File: config.mk
export PLATFORM = sky130hd
export DESIGN_NAME = cpu_memory_arbiter
export DESIGN_NICKNAME = d
export VERILOG_FILES = /design/src/rtl/cpu_memory_arbiter.sv
export SDC_FILE = /design/constraint.sdc
export NUM_CORES = 1
export LEC_CHECK = 0
export ABC_AREA = 1
export BUFFER_PORTS_ARGS = -buffer_cell sky130_fd_sc_hd__buf_2
export CORE_MARGIN = 5
export CORE_UTILIZATION = 32
export DETAILED_ROUTE_END_ITERATION = 10
export GPL_ROUTABILITY_DRIVEN = 0
export PLACE_DENSITY = 0.71
export SLEW_MARGIN = 20
export SYNTH_ARGS = -nofsm -noshare
export SYNTH_HDL_FRONTEND = slang
export SYNTH_HIERARCHICAL = 1
export SYNTH_SLANG_ARGS = --single-unit
export TNS_END_PERCENT = 30
File: constraint.sdc
create_clock -name CLK -period 2.2 [get_ports CLK]
set_clock_uncertainty 0.15 [all_clocks]
set_input_delay 0.11 -clock CLK [delete_from_list [all_inputs] [get_ports CLK]]
set_output_delay 0.11 -clock CLK [all_outputs]
set_load 0.02 [all_outputs]
File: src/rtl/cpu_memory_arbiter.sv
// Round-robin arbiter sharing one backing memory between an instruction-cache read port
// and a data read/write port; one transaction in flight, fixed memory read latency.

module cpu_memory_arbiter_checker (
    input logic CLK,
    input logic RSTb,
    input logic instr_memory_valid,
    input logic data_memory_valid,
    input logic mem_rd,
    input logic mem_wr
);

    // strobes and responses are single-cycle pulses and never overlap
    property p_single_pulse(logic sig);
        @(posedge CLK) disable iff (!RSTb) sig |=> !sig;
    endproperty

    a_rd_pulse: assert property (p_single_pulse(mem_rd));
    a_wr_pulse: assert property (p_single_pulse(mem_wr));
    a_iv_pulse: assert property (p_single_pulse(instr_memory_valid));
    a_dv_pulse: assert property (p_single_pulse(data_memory_valid));
    a_rw_excl:  assert property (@(posedge CLK) disable iff (!RSTb) !(mem_rd && mem_wr));
    a_v_excl:   assert property (@(posedge CLK) disable iff (!RSTb)
                                 !(instr_memory_valid && data_memory_valid));

endmodule

module cpu_memory_arbiter #(
    parameter int MEM_LATENCY = 1
) (
    input  logic        CLK,
    input  logic        RSTb,
    input  logic        instr_memory_ready,
    input  logic [15:0] instr_memory_address,
    output logic        instr_memory_valid,
    output logic [15:0] instr_memory_data,
    input  logic        data_memory_ready,
    input  logic        data_memory_wr,
    input  logic [15:0] data_memory_address,
    input  logic [15:0] data_memory_wr_data,
    input  logic [1:0]  data_memory_wr_mask,
    output logic        data_memory_valid,
    output logic [15:0] data_memory_data,
    output logic [15:0] mem_address,
    output logic        mem_rd,
    output logic        mem_wr,
    output logic [15:0] mem_wr_data,
    output logic [1:0]  mem_wr_mask,
    input  logic [15:0] mem_data_in
);

    typedef enum logic [1:0] {
        ST_IDLE    = 2'd0,
        ST_STROBE  = 2'd1,
        ST_WAIT    = 2'd2,
        ST_RESPOND = 2'd3
    } state_t;

    localparam logic [3:0] LAT_C = 4'(MEM_LATENCY);

    state_t      state_r;
    state_t      state_nxt_s;
    logic        grant_data_r;
    logic        last_grant_data_r;
    logic        txn_wr_r;
    logic [3:0]  cnt_r;
    logic [15:0] rd_data_r;
    logic        any_req_s;
    logic        pick_data_s;
    logic        wr_sel_s;
    logic        grant_s;
    logic        capture_s;

    // round-robin pick: data wins only if instruction is idle or was served last
    always_comb begin
        any_req_s   = instr_memory_ready | data_memory_ready;
        pick_data_s = data_memory_ready & (~instr_memory_ready | ~last_grant_data_r);
        wr_sel_s    = pick_data_s & data_memory_wr;
        grant_s     = (state_r == ST_IDLE) & any_req_s;
    end

    // next-state and capture decode
    always_comb begin
        state_nxt_s = state_r;
        capture_s   = 1'b0;
        case (state_r)
            ST_IDLE: begin
                if (any_req_s) begin
                    state_nxt_s = ST_STROBE;
                end else begin
                    state_nxt_s = ST_IDLE;
                end
            end
            ST_STROBE: begin
                if (txn_wr_r) begin
                    state_nxt_s = ST_RESPOND;
                end else begin
                    state_nxt_s = ST_WAIT;
                end
            end
            ST_WAIT: begin
                // a zero count can only come from corruption; leave rather than stall
                if (cnt_r <= 4'd1) begin
                    state_nxt_s = ST_RESPOND;
                    capture_s   = 1'b1;
                end else begin
                    state_nxt_s = ST_WAIT;
                end
            end
            ST_RESPOND: state_nxt_s = ST_IDLE;
            default:    state_nxt_s = ST_IDLE;
        endcase
    end

    // state register
    always_ff @(posedge CLK or negedge RSTb) begin
        if (!RSTb) begin
            state_r <= ST_IDLE;
        end else begin
            state_r <= state_nxt_s;
        end
    end

    // transaction fields latched at grant; later input changes are ignored
    always_ff @(posedge CLK or negedge RSTb) begin
        if (!RSTb) begin
            grant_data_r      <= 1'b0;
            last_grant_data_r <= 1'b1;
            txn_wr_r          <= 1'b0;
            mem_address       <= 16'h0000;
            mem_wr_data       <= 16'h0000;
            mem_wr_mask       <= 2'b00;
        end else if (grant_s) begin
            grant_data_r      <= pick_data_s;
            last_grant_data_r <= pick_data_s;
            txn_wr_r          <= wr_sel_s;
            mem_address       <= pick_data_s ? data_memory_address : instr_memory_address;
            mem_wr_data       <= wr_sel_s ? data_memory_wr_data : 16'h0000;
            mem_wr_mask       <= wr_sel_s ? data_memory_wr_mask : 2'b00;
        end
    end

    // latency counter and read-data register
    always_ff @(posedge CLK or negedge RSTb) begin
        if (!RSTb) begin
            cnt_r     <= 4'd0;
            rd_data_r <= 16'h0000;
        end else begin
            if ((state_r == ST_STROBE) && !txn_wr_r) begin
                cnt_r <= LAT_C;
            end else if ((state_r == ST_WAIT) && (cnt_r != 4'd0)) begin
                cnt_r <= cnt_r - 4'd1;
            end
            if (capture_s) begin
                rd_data_r <= mem_data_in;
            end
        end
    end

    // pulse outputs are registered from the upcoming state so they align with it
    always_ff @(posedge CLK or negedge RSTb) begin
        if (!RSTb) begin
            mem_rd             <= 1'b0;
            mem_wr             <= 1'b0;
            instr_memory_valid <= 1'b0;
            data_memory_valid  <= 1'b0;
        end else begin
            mem_rd             <= grant_s & ~wr_sel_s;
            mem_wr             <= grant_s & wr_sel_s;
            instr_memory_valid <= (state_nxt_s == ST_RESPOND) & ~grant_data_r;
            data_memory_valid  <= (state_nxt_s == ST_RESPOND) & grant_data_r;
        end
    end

    assign instr_memory_data = rd_data_r;
    assign data_memory_data  = rd_data_r;

    cpu_memory_arbiter_checker u_checker (
        .CLK                (CLK),
        .RSTb               (RSTb),
        .instr_memory_valid (instr_memory_valid),
        .data_memory_valid  (data_memory_valid),
        .mem_rd             (mem_rd),
        .mem_wr             (mem_wr)
    );

endmodule
==> flow_summary.yaml <==
yosys:
  syn_area_sq_um: 2890
  ys.flop_type: "dfrtp_1"
  synthArstFlopShare_pct: 100
  synth_area_leaders: "dfrtp_1, nand2_1, inv_1, buf_4, o211ai_1"
  ys_ff_latch: 63
  ys_warn_count: 6
  ys_seq_area_share_pct: 54.6
  yosysMostFrequentCell: "nand2_1"
  synth_edf_count: 0
  synth_nets: 415
  syn_avg_cell_area_sq_um: 8.58
  synth_cells: 337
  synth_top_area_share_pct: 53.7
  yosys.cell_types.count: 23
  synth_largest_area_cell: "dfrtp_1"
  synth.cells.most_frequent: "nand2_1, dfrtp_1, inv_1"
worst_setup_path:
  path_buf_inv: 3
  slowest_delay_ns: 0.58
  endpoint_kind: "flop"
  worstPathArrival_ns: 2.14
  cp-start-kind: "flop"
  critical-path-top-delay-family: "buffers and inverters"
  regToRegStartpoint: "state_r[0]"
  cp.depth: 7
  r2r_slack_ns: 0.17
  crit_path_start: "state_r[0]"
  crit_end: "mem_address[3]"
  cp_cell_sequence: "inv_1 > ha_1 > o21ai_4 > inv_4 > o211ai_1 > dlygate4sd3_1 > nand2_1"
  crit_path_max_fanout: 19
  crit_type: "flop to flop"
  cp.required_ns: 2.32
  reg2regPathDepth: 7
  worst_r2r_endpoint: "mem_address[3]"
  crit_slowest_cell: "dlygate4sd3_1"
job:
  drv_cap: 0
global_routing:
  antenna_found_initial: 0
  grt_max_degree: 36
  grt_pass1_vias: 3055
  grt_first_pass_wirelength_mm: 14.0
  track_usage_pct: 15.5
  overflow: 0
sta:
  hold_viol: 0
  fin_crit_ns: 2.03
  timing.final.ws_setup_ns: 0.174
  tns_ns: 0
  slew_headroom_pct: 54.9
  setup_viol: 0
  min_period_over_period_pct: 92.1
  worstMarginPinSlew_ns: 0.676
  slew_viol_final: 0
  rsz0062_at_grt: "false"
  fmax_mhz: 494
finish:
  finalNonFillerCells: 648
  drive_above_1_share_pct: 30.7
  n_antenna_cell: 0
  nets: 613
  area_growth_syn_to_layout_pct: 54.9
floorplanning:
  die-height_microns: 105
  die_area_sq_um: 11000
  rows: 34
  start_util_pct: 33.0
  io_pins: 141
  core_area_sq_um: 8760
  die_w_microns: 105
route:
  first_pass_iters: 4
  drc: 0
  drt-initial-drc-count: 95
  viasPerCell: 4.41
  wl_mm: 8.14
  post_drt_wl_per_cell_microns: 12.6
  ant_nets: 0
  vias: 2859
clock_network:
  cts_buffers: 9
  htreeDepth: 3
  tritoncts: "built"
  cts_setup_buffers: 0
  cts_root_buf: "clkbuf_8"
  cts_sinks: 63
  cts_buffer_depth: 2
  clkTransAtPathRegs_ns: 0.07
  clk_latency_ns: 0.33
power_and_ir_drop:
  power_density_nw_per_um2: 1340
  vdd_drop_max_v: 0.000606
  p_leak_nw: 2.57
  p_total_mw: 5.99
placed_design:
  placedCellCount: 562
  post-place-ws_ns: 0.505
  place_hpwl_mm: 5.31
  portBuffers: 140
run_status:
  outcome: "finished, final reports clean"
hold_path:
  hold_class: "input pin to flop"
## layout by cell type, fill, tap and decap left out
cell	synthesis	routed
buf_4	17	3
clkinv_2	0	3
o21ai_0	15	15
buf_2	8	140
o211ai_1	16	16
dfstp_2	1	1
nand3_1	3	3
o21ai_4	1	1
nor2_1	5	5
nand2_4	0	1
inv_2	1	1
inv_4	2	2
nand2_1	142	142
ha_1	7	7
dlygate4sd3_1	0	70
clkbuf_8	0	10
dfrtp_1	62	62
bufinv_16	0	1
nand3_2	2	2
buf_12	0	1
a21boi_0	1	1
a21oi_1	1	1
o21ai_1	4	4
xor2_1	1	1
nand3b_1	2	2
clkbuf_1	1	2
inv_1	43	43
## flip-flops by register name, indices dropped and copies added (netlist names)
name,flops
last_grant_data_r,1
mem_wr_mask,2
mem_wr_data,16
grant_data_r,1
mem_rd,1
txn_wr_r,1
mem_address,16
data_memory_valid,1
cnt_r,4
state_r,2
data_memory_data,16
instr_memory_valid,1
mem_wr,1
## power by group
part	leakage (nW)	internal, mW	switching [mW]
registers	0.799	1.72	0.324
clock network	0.100	0.549	0.425
logic	1.67	1.08	1.89
total	2.57	3.35	2.64
## worst min-delay path by stage
stage,to,slack (ns),from,cells after the start
6_report,data_memory_valid,0.11,instr_memory_ready,5
5_1_grt,txn_wr_r,0.15,instr_memory_ready,4
4_1_cts,data_memory_valid,0.09,instr_memory_ready,5
3_5_place_dp,data_memory_data[7],0.05,RSTb,1
3_3_place_gp,data_memory_data[7],0.04,RSTb,1
2_1_floorplan,cnt_r[0],-0.34,RSTb,0
## metal layers
layer  vias up  part of all wire [%]  routed length [microns]  GRT usage (%)
met5         -                     0                        0              0
met4         0                   2.0                      164           7.21
met3        16                   8.4                      684           5.67
met2       120                    50                     4050           27.1
met1      1312                    40                     3240           16.6
li1       1411                     -                        -              -
## worst register-to-register path: cells and delay by family, from the launching register on
kind	cells	cell delay, ns
flip-flops	1	0.39
adder cells (fa/ha/maj)	1	0.27
buffers and inverters	3	0.87
AND/OR/NAND/NOR	1	0.06
AO/OA/AOI/OAI	2	0.22
## cell families after synthesis
| logic type | after synthesis | share of synthesized area (%) |
|---|---|---|
| buf+inv | 73 | 12.6 |
| xor+xnor | 1 | 0.303 |
| simple gates | 155 | 21.0 |
| compound gates | 38 | 8.44 |
| flops | 63 | 54.6 |
| fa+ha+maj | 7 | 3.03 |
## what timing repair did
item,4_1_cts,5_1_grt
endpoints found under the hold margin,82,0
gates resized for setup,0,1
setup endpoints to repair,0,15
hold buffers,70,0
## per-stage QoR
stage	util (%)	hold slack (ns)	area, sq um
after CTS	51.0	0.0891	4470
after global routing	51.1	0.154	4480
after detailed placement	40.9	0.0472	3580
after floorplan	-	-0.336	2890
after global placement	40.9	0.0376	3580
final	51.1	0.114	4480
## cell type report
type	instances	area (sq um)
timing repair buffer	214	1440
clock buffer	12	145
multi-input combinational	201	953
sequential	63	1580
tap	108	135
clock inverter	4	45.0
fill	806	4290
inverter	46	178
Note: power is estimated with default switching activity, not from simulation.
